## src/rtl/fpmul_pkg.sv

```systemverilog
// Shared definitions for the FP multiplier assemble stage: default field widths,
// round-mode encodings and the overflow result patterns.
package fpmul_pkg;

  localparam int WEXP_DEF = 8;
  localparam int WSIG_DEF = 23;

  typedef enum logic [1:0] {
    RM_RNE = 2'b00,
    RM_RZ  = 2'b01,
    RM_RUP = 2'b10,
    RM_RDN = 2'b11
  } roundmode_e;

  function automatic int fp_width(input int wexp, input int wsig);
    return 1 + wexp + wsig;
  endfunction

  // Exponent all ones, significand zero (sign excluded)
  function automatic logic [63:0] fp_inf(input int wexp, input int wsig);
    return ((64'd1 << wexp) - 64'd1) << wsig;
  endfunction

  // Largest finite magnitude: exponent 1..10, significand all ones
  function automatic logic [63:0] fp_largest(input int wexp, input int wsig);
    return (((64'd1 << wexp) - 64'd2) << wsig) | ((64'd1 << wsig) - 64'd1);
  endfunction

endpackage

```

## src/rtl/fpmul_assemble_pipe_if.sv

```systemverilog
// Upstream and downstream handshake bundle of the assemble stage.
// FPMUL_STICKY_FLAGS_EN adds the sticky flag clear/status signals.
interface fpmul_assemble_pipe_if #(
  parameter int WEXP = 8,
  parameter int WSIG = 23
);
  localparam int WIDTH = 1 + WEXP + WSIG;

  logic             in_valid;
  logic             in_ready;
  logic [WSIG-1:0]  roundprod;
  logic [WEXP-1:0]  shiftexp;
  logic             sign;
  logic [WIDTH-2:0] special;
  logic             specialsign;
  logic             specialcase;
  logic             specialsigncase;
  logic [1:0]       roundmode;
  logic             overflow;
  logic             out_valid;
  logic             out_ready;
  logic [WIDTH-1:0] y;
  logic             y_ovf;
  logic             y_special;
`ifdef FPMUL_STICKY_FLAGS_EN
  logic             flag_clr;
  logic             sticky_ovf;
  logic             sticky_special;
`endif

  modport master (
    output in_valid, roundprod, shiftexp, sign, special, specialsign,
           specialcase, specialsigncase, roundmode, overflow, out_ready,
`ifdef FPMUL_STICKY_FLAGS_EN
    output flag_clr,
    input  sticky_ovf, sticky_special,
`endif
    input  in_ready, out_valid, y, y_ovf, y_special
  );

  modport slave (
    input  in_valid, roundprod, shiftexp, sign, special, specialsign,
           specialcase, specialsigncase, roundmode, overflow, out_ready,
`ifdef FPMUL_STICKY_FLAGS_EN
    input  flag_clr,
    output sticky_ovf, sticky_special,
`endif
    output in_ready, out_valid, y, y_ovf, y_special
  );

endinterface

```

## src/rtl/fpmul_skid_buf.sv

```systemverilog
// Two-entry valid/ready skid buffer: main register drives the output, skid register
// absorbs one beat under back-pressure so in_ready never depends on out_ready.
module fpmul_skid_buf #(
  parameter int W = 34
) (
  input  logic         clk,
  input  logic         reset,
  input  logic         in_valid,
  output logic         in_ready,
  input  logic [W-1:0] in_data,
  output logic         out_valid,
  input  logic         out_ready,
  output logic [W-1:0] out_data
);

  logic         main_valid_r, skid_valid_r;
  logic [W-1:0] main_data_r, skid_data_r;
  logic         main_valid_s, skid_valid_s;
  logic [W-1:0] main_data_s, skid_data_s;
  logic         accept_s, drain_s;

  assign in_ready  = !skid_valid_r;
  assign out_valid = main_valid_r;
  assign out_data  = main_data_r;
  assign accept_s  = in_valid & !skid_valid_r;
  assign drain_s   = main_valid_r & out_ready;

  // Next-state of the two storage slots; accept is only possible while skid is empty
  always_comb begin
    main_valid_s = main_valid_r;
    main_data_s  = main_data_r;
    skid_valid_s = skid_valid_r;
    skid_data_s  = skid_data_r;
    if (drain_s && skid_valid_r) begin
      main_valid_s = 1'b1;
      main_data_s  = skid_data_r;
      skid_valid_s = 1'b0;
    end else if (drain_s || !main_valid_r) begin
      main_valid_s = accept_s;
      if (accept_s) begin
        main_data_s = in_data;
      end else begin
        main_data_s = main_data_r;
      end
    end else if (accept_s) begin
      skid_valid_s = 1'b1;
      skid_data_s  = in_data;
    end else begin
      skid_valid_s = skid_valid_r;
      skid_data_s  = skid_data_r;
    end
  end

  // Storage registers with synchronous clear
  always_ff @(posedge clk) begin
    if (reset) begin
      main_valid_r <= 1'b0;
      main_data_r  <= '0;
      skid_valid_r <= 1'b0;
      skid_data_r  <= '0;
    end else begin
      main_valid_r <= main_valid_s;
      main_data_r  <= main_data_s;
      skid_valid_r <= skid_valid_s;
      skid_data_r  <= skid_data_s;
    end
  end

endmodule

```

## src/rtl/fpmul_assemble_pipe.sv

```systemverilog
// Final FP multiplier stage: picks special / overflow / rounded result and registers it
// behind a skid buffer. Define FPMUL_STICKY_FLAGS_EN for sticky overflow/special flags.
module fpmul_assemble_pipe
  import fpmul_pkg::*;
#(
  parameter int WEXP = WEXP_DEF,
  parameter int WSIG = WSIG_DEF
) (
  input logic                clk,
  input logic                reset,
  fpmul_assemble_pipe_if.slave bus
);

  localparam int WIDTH = fp_width(WEXP, WSIG);
  localparam logic [63:0] INF_W = fp_inf(WEXP, WSIG);
  localparam logic [63:0] LARGEST_W = fp_largest(WEXP, WSIG);
  localparam logic [WIDTH-2:0] INF = INF_W[WIDTH-2:0];
  localparam logic [WIDTH-2:0] LARGEST = LARGEST_W[WIDTH-2:0];

  logic             sel_sign_s;
  logic [WIDTH-2:0] ovf_body_s;
  logic [WIDTH-2:0] body_s;
  logic             is_ovf_s;
  logic [WIDTH+1:0] in_data_s;
  logic [WIDTH+1:0] out_data_s;

  // Overflow saturation uses the raw product sign, not the special-case sign
  always_comb begin
    ovf_body_s = INF;
    case (roundmode_e'(bus.roundmode))
      RM_RNE:  ovf_body_s = INF;
      RM_RZ:   ovf_body_s = LARGEST;
      RM_RUP:  ovf_body_s = bus.sign ? LARGEST : INF;
      RM_RDN:  ovf_body_s = bus.sign ? INF : LARGEST;
      default: ovf_body_s = INF;
    endcase
  end

  // Result selection: special beats overflow beats the rounded value
  always_comb begin
    sel_sign_s = bus.specialsigncase ? bus.specialsign : bus.sign;
    is_ovf_s   = !bus.specialcase && bus.overflow;
    if (bus.specialcase) begin
      body_s = bus.special;
    end else if (bus.overflow) begin
      body_s = ovf_body_s;
    end else begin
      body_s = {bus.shiftexp, bus.roundprod};
    end
  end

  assign in_data_s = {is_ovf_s, bus.specialcase, sel_sign_s, body_s};

  fpmul_skid_buf #(.W(WIDTH + 2)) u_skid (
    .clk       (clk),
    .reset     (reset),
    .in_valid  (bus.in_valid),
    .in_ready  (bus.in_ready),
    .in_data   (in_data_s),
    .out_valid (bus.out_valid),
    .out_ready (bus.out_ready),
    .out_data  (out_data_s)
  );

  assign bus.y         = out_data_s[WIDTH-1:0];
  assign bus.y_special = out_data_s[WIDTH];
  assign bus.y_ovf     = out_data_s[WIDTH+1];

`ifdef FPMUL_STICKY_FLAGS_EN
  logic sticky_ovf_r, sticky_special_r;
  logic xfer_s;

  assign xfer_s             = bus.out_valid & bus.out_ready;
  assign bus.sticky_ovf     = sticky_ovf_r;
  assign bus.sticky_special = sticky_special_r;

  // Sticky flags: a flagged output transfer overrides a same-cycle clear
  always_ff @(posedge clk) begin
    if (reset) begin
      sticky_ovf_r     <= 1'b0;
      sticky_special_r <= 1'b0;
    end else begin
      if (xfer_s && bus.y_ovf) begin
        sticky_ovf_r <= 1'b1;
      end else if (bus.flag_clr) begin
        sticky_ovf_r <= 1'b0;
      end else begin
        sticky_ovf_r <= sticky_ovf_r;
      end
      if (xfer_s && bus.y_special) begin
        sticky_special_r <= 1'b1;
      end else if (bus.flag_clr) begin
        sticky_special_r <= 1'b0;
      end else begin
        sticky_special_r <= sticky_special_r;
      end
    end
  end
`endif

endmodule

```

## src/flat_wrapper.sv

```systemverilog
// flat-port wrapper written by rule: the top's interface ports become plain ports
module fpmul_assemble_pipe_flat import fpmul_pkg::*;
#(
  parameter int WEXP = WEXP_DEF,
  parameter int WSIG = WSIG_DEF
)
  (clk, reset, bus_in_valid, bus_roundprod, bus_shiftexp, bus_sign, bus_special, bus_specialsign, bus_specialcase, bus_specialsigncase, bus_roundmode, bus_overflow, bus_out_ready, bus_in_ready, bus_out_valid, bus_y, bus_y_ovf, bus_y_special);
  fpmul_assemble_pipe_if #(.WEXP(WEXP), .WSIG(WSIG)) bus_i ();
  input logic clk;
  input logic reset;
  input wire logic [$bits(bus_i.in_valid)-1:0] bus_in_valid;
  input wire logic [$bits(bus_i.roundprod)-1:0] bus_roundprod;
  input wire logic [$bits(bus_i.shiftexp)-1:0] bus_shiftexp;
  input wire logic [$bits(bus_i.sign)-1:0] bus_sign;
  input wire logic [$bits(bus_i.special)-1:0] bus_special;
  input wire logic [$bits(bus_i.specialsign)-1:0] bus_specialsign;
  input wire logic [$bits(bus_i.specialcase)-1:0] bus_specialcase;
  input wire logic [$bits(bus_i.specialsigncase)-1:0] bus_specialsigncase;
  input wire logic [$bits(bus_i.roundmode)-1:0] bus_roundmode;
  input wire logic [$bits(bus_i.overflow)-1:0] bus_overflow;
  input wire logic [$bits(bus_i.out_ready)-1:0] bus_out_ready;
  output wire logic [$bits(bus_i.in_ready)-1:0] bus_in_ready;
  output wire logic [$bits(bus_i.out_valid)-1:0] bus_out_valid;
  output wire logic [$bits(bus_i.y)-1:0] bus_y;
  output wire logic [$bits(bus_i.y_ovf)-1:0] bus_y_ovf;
  output wire logic [$bits(bus_i.y_special)-1:0] bus_y_special;
  assign bus_i.in_valid = bus_in_valid;
  assign bus_i.roundprod = bus_roundprod;
  assign bus_i.shiftexp = bus_shiftexp;
  assign bus_i.sign = bus_sign;
  assign bus_i.special = bus_special;
  assign bus_i.specialsign = bus_specialsign;
  assign bus_i.specialcase = bus_specialcase;
  assign bus_i.specialsigncase = bus_specialsigncase;
  assign bus_i.roundmode = bus_roundmode;
  assign bus_i.overflow = bus_overflow;
  assign bus_i.out_ready = bus_out_ready;
  assign bus_in_ready = bus_i.in_ready;
  assign bus_out_valid = bus_i.out_valid;
  assign bus_y = bus_i.y;
  assign bus_y_ovf = bus_i.y_ovf;
  assign bus_y_special = bus_i.y_special;
  fpmul_assemble_pipe #(.WEXP(WEXP), .WSIG(WSIG)) u_core (.clk(clk), .reset(reset), .bus(bus_i));
endmodule
```

## config.mk

```make
export PLATFORM = sky130hd
export DESIGN_NAME = fpmul_assemble_pipe_flat
export DESIGN_NICKNAME = d
export VERILOG_FILES = /design/src/rtl/fpmul_pkg.sv /design/src/rtl/fpmul_assemble_pipe_if.sv /design/src/rtl/fpmul_skid_buf.sv /design/src/rtl/fpmul_assemble_pipe.sv /design/src/flat_wrapper.sv
export SDC_FILE = /design/constraint.sdc
export NUM_CORES = 1
export LEC_CHECK = 0
export CORE_MARGIN = 3
export CORE_UTILIZATION = 35
export CTS_CLUSTER_DIAMETER = 200
export CTS_CLUSTER_SIZE = 28
export DETAILED_ROUTE_END_ITERATION = 7
export GPL_ROUTABILITY_DRIVEN = 0
export SYNTH_ARGS = -nofsm -noshare
export SYNTH_HDL_FRONTEND = slang
export SYNTH_SLANG_ARGS = --single-unit
```

## constraint.sdc

```tcl
create_clock -name clk -period 1.9 [get_ports clk]
set_input_delay 0.285 -clock clk [delete_from_list [all_inputs] [get_ports clk]]
set_output_delay 0.285 -clock clk [all_outputs]
set_load 0.02 [all_outputs]
```

==> results.md <==
* RSZ-0062 raised after global routing: false
* Commonest non-fill, non-tap cell in the layout: clkdlybuf4s50_1
* Clk_lat worst skew at 340 ps
* CP Class: reg -> out
* Mapped Area at 0.00334 mm2
* Fin. Hold Viols at 0
* Avg Cell Area, Syn at 8.97 um2
* PostCTS Resize Cnt at 0
* Yosys top cell area share at 42.0%
* Finished Layout Cells at 600
* Die width at 104 um
* Std-Cell Rows at 35
* Number of diodes at 0
* Vias/cell at 5.52
* Largest family of logic cells by synthesized area: compound AO/OA/AOI/OAI gates
* Max Cap Viol at 0
* Seq. cell area at 0.00140 mm2
* Post-Route WL at 9.80 mm
* CP top delay family: buffers and inverters
* Nets@finish at 540
* Min-delay src: bus_specialcase
* Simple-gate share of the synthesized area at 20.3%
* Fin area at 0.00476 mm2
* Type of origin of the critical path: register
* CP max-delay cell: clkdlybuf4s50_1
* Detail Placement HPWL at 6.51 mm
* Hold_buf cts at 0
* FILL cells at 845
* Synth top area cells: dfxtp_1 (42%), o221ai_1 (9.2%), nor2_1 (6.5%), a41oi_1 (6.0%), a311oi_2 (5.8%)
* Total core area at 0.00924 mm2
* # port buffers at 108
* Clock Path Buffers at 2
* Starting Density at 36.1%
* Number of antenna violations at the first check in global routing at 0
* Via Count at 3,311
* Area growth from synthesis to layout at 42.7%
* Clk root buf: clkbuf_8
* Outcome: complete, no violations
* Cells after Synth at 372
* Layout cells sized above 1 at 13.6%
* CTS H-tree depth at 3
* Area share of fa/ha/maj cells after synthesis at 0%
* Synth Area in Compound Gates at 31.0%
* First-pass GRT wire length at 16.3 mm
* Crit path DAT at 1410 ps
* HP Class: in -> reg
* Tot Pwr at 3600 uW
* Seq cells post-synth at 70
* PD cells at 757 mW/mm2
* Setup crit end kind: output pin
* Syn_nets at 445
* Worst-Margin Slew at 614 ps
* Rel. slew slack at 59.1%
* Hold_ws at 454 ps
* Setup-failing EPs final at 0
* Largest net degree at the start of global routing at 48
* Final period utilization at 89.2%
* Multi-input gate area at 0.00173 mm2
* DRC violations left at 0
* DRT Pass-1 Iters at 4
* ANT nets after route at 0
* WL/cell at 16.3 um
* Final Critical Period at 1690 ps
* Critical path peak fanout at 5
* CTS tree: done
* Util after Layout at 51.5%
* Vias in the first global route at 3,317
* Fmax at 590 MHz
* Sequential area share after synthesis at 42.0%
* Setup repair bufs after CTS at 0
* Maximum vdd ir drop at 318 uV
* Post-synthesis xor/xnor area fraction at 0%
* Die area at 0.0107 mm2
* Yosys cell types at 27
* Leakage power figure at 0.00160 uW
* Grt ovf at 0
* Yosys warns at 0
* Critical path origin: u_core.u_skid.skid_valid_r
* Clk slew on worst S/H paths at 70 ps
* CTS Sinks at 70
* IO Pins at 109
* R2r startpoint: u_core.u_skid.out_valid
* GRT Overall Usage at 18.3%
* Pins Over Slew Limit at 0
* Multiplexer share of the synthesized area at 0.300%
* Commonest cells after routing, fill and taps aside: clkdlybuf4s50_1 (106), dfxtp_1 (70), nor2_1 (58)
* Fin Clk Skew at 13.1 ps
* Iter 0 DRT Violations at 121
* Placed Area at 0.00458 mm2
* Critical Path RT at 1620 ps
* DIE HEIGHT at 104 um
* CP bufs+invs at 2
* Placed cell count at 585
* CP cell instances: inv_1 -> clkdlybuf4s50_1
* Worst path max stage delay at 610 ps
* Cts bufs inserted at 9
* Synth area leader: dfxtp_1
-- kinds of logic after synthesis --
family	after synthesis
muxes	1
DFF	70
and+or+nand+nor	140
buffers and inverters	46
AOI/OAI and AO/OA	115
-- synth_stat cells --
cell type   n
dfxtp_1    70
nor2_1     58
nand2_1    46
o221ai_1   35
a41oi_1    23
clkbuf_1   22
a311oi_1   19
buf_2      16
a21oi_1    14
a311oi_2   13
or3_4      13
or3_1      10
inv_1       4
nand2b_1    4
o311ai_0    4
a211oi_1    3
and3_1      3
nand3_1     3
buf_4       2
buf_6       2
nor2b_1     2
a21oi_2     1
mux2i_1     1
o211ai_1    1
o21a_4      1
o21ai_0     1
or2_2       1
-- worst reg2reg max path: stages, from the launching register on --
cell and delay [ps]:
dfxtp_1 410, nor2b_1 270, and3_2 350, buf_12 210, nor2_1 70, a311oi_1 250
-- per-stage QoR --
step | TNS, ps | setup slack [ps]
2_1_floorplan | 0 | 325
3_3_place_gp | -794 | -41.0
3_5_place_dp | -1590 | -96.7
4_1_cts | 0 | 194
5_1_grt | 0 | 123
6_report | 0 | 206
-- per-layer routing --
| metal | part of all wire (%) | vias to the layer above | GRT usage [%] |
|---|---|---|---|
| met5 | 0 | - | 0 |
| met4 | 1.3 | 0 | 6.36 |
| met3 | 5.5 | 11 | 3.24 |
| met2 | 47 | 125 | 29.3 |
| met1 | 46 | 1565 | 24.7 |
| li1 | - | 1610 | - |
-- worst paths after layout --
path | to | slack [ps] | cells after the start
worst max-delay path | bus_in_ready | 210 | 2
worst min-delay path | u_core.u_skid.skid_data_r[32] | 450 | 4
worst max register to register | u_core.u_skid.skid_data_r[6] | 260 | 5
worst min register to register | u_core.u_skid.skid_data_r[32] | 460 | 2
-- registers in the layout, summed over array words and instances (netlist names) --
name	cells
u_core.u_skid.out_valid	1
u_core.u_skid.skid_valid_r	1
u_core.u_skid.out_data	34
u_core.u_skid.skid_data_r	34
-- area by class of cell --
cell class | instances | area share [%]
Clock inverter | 4 | 1.02
Clock buffer | 11 | 2.76
Tap cell | 129 | 3.39
Sequential cell | 70 | 29.4
Multi-Input combinational cell | 256 | 36.4
Inverter | 4 | 0.315
Timing Repair Buffer | 126 | 26.6
-- power breakdown --
part | total [uW] | switching [uW] | internal [uW]
clock | 1150 | 548 | 599
combinational | 829 | 399 | 430
sequential | 1630 | 58.6 | 1570
Note: power is estimated with default switching activity, not from simulation.
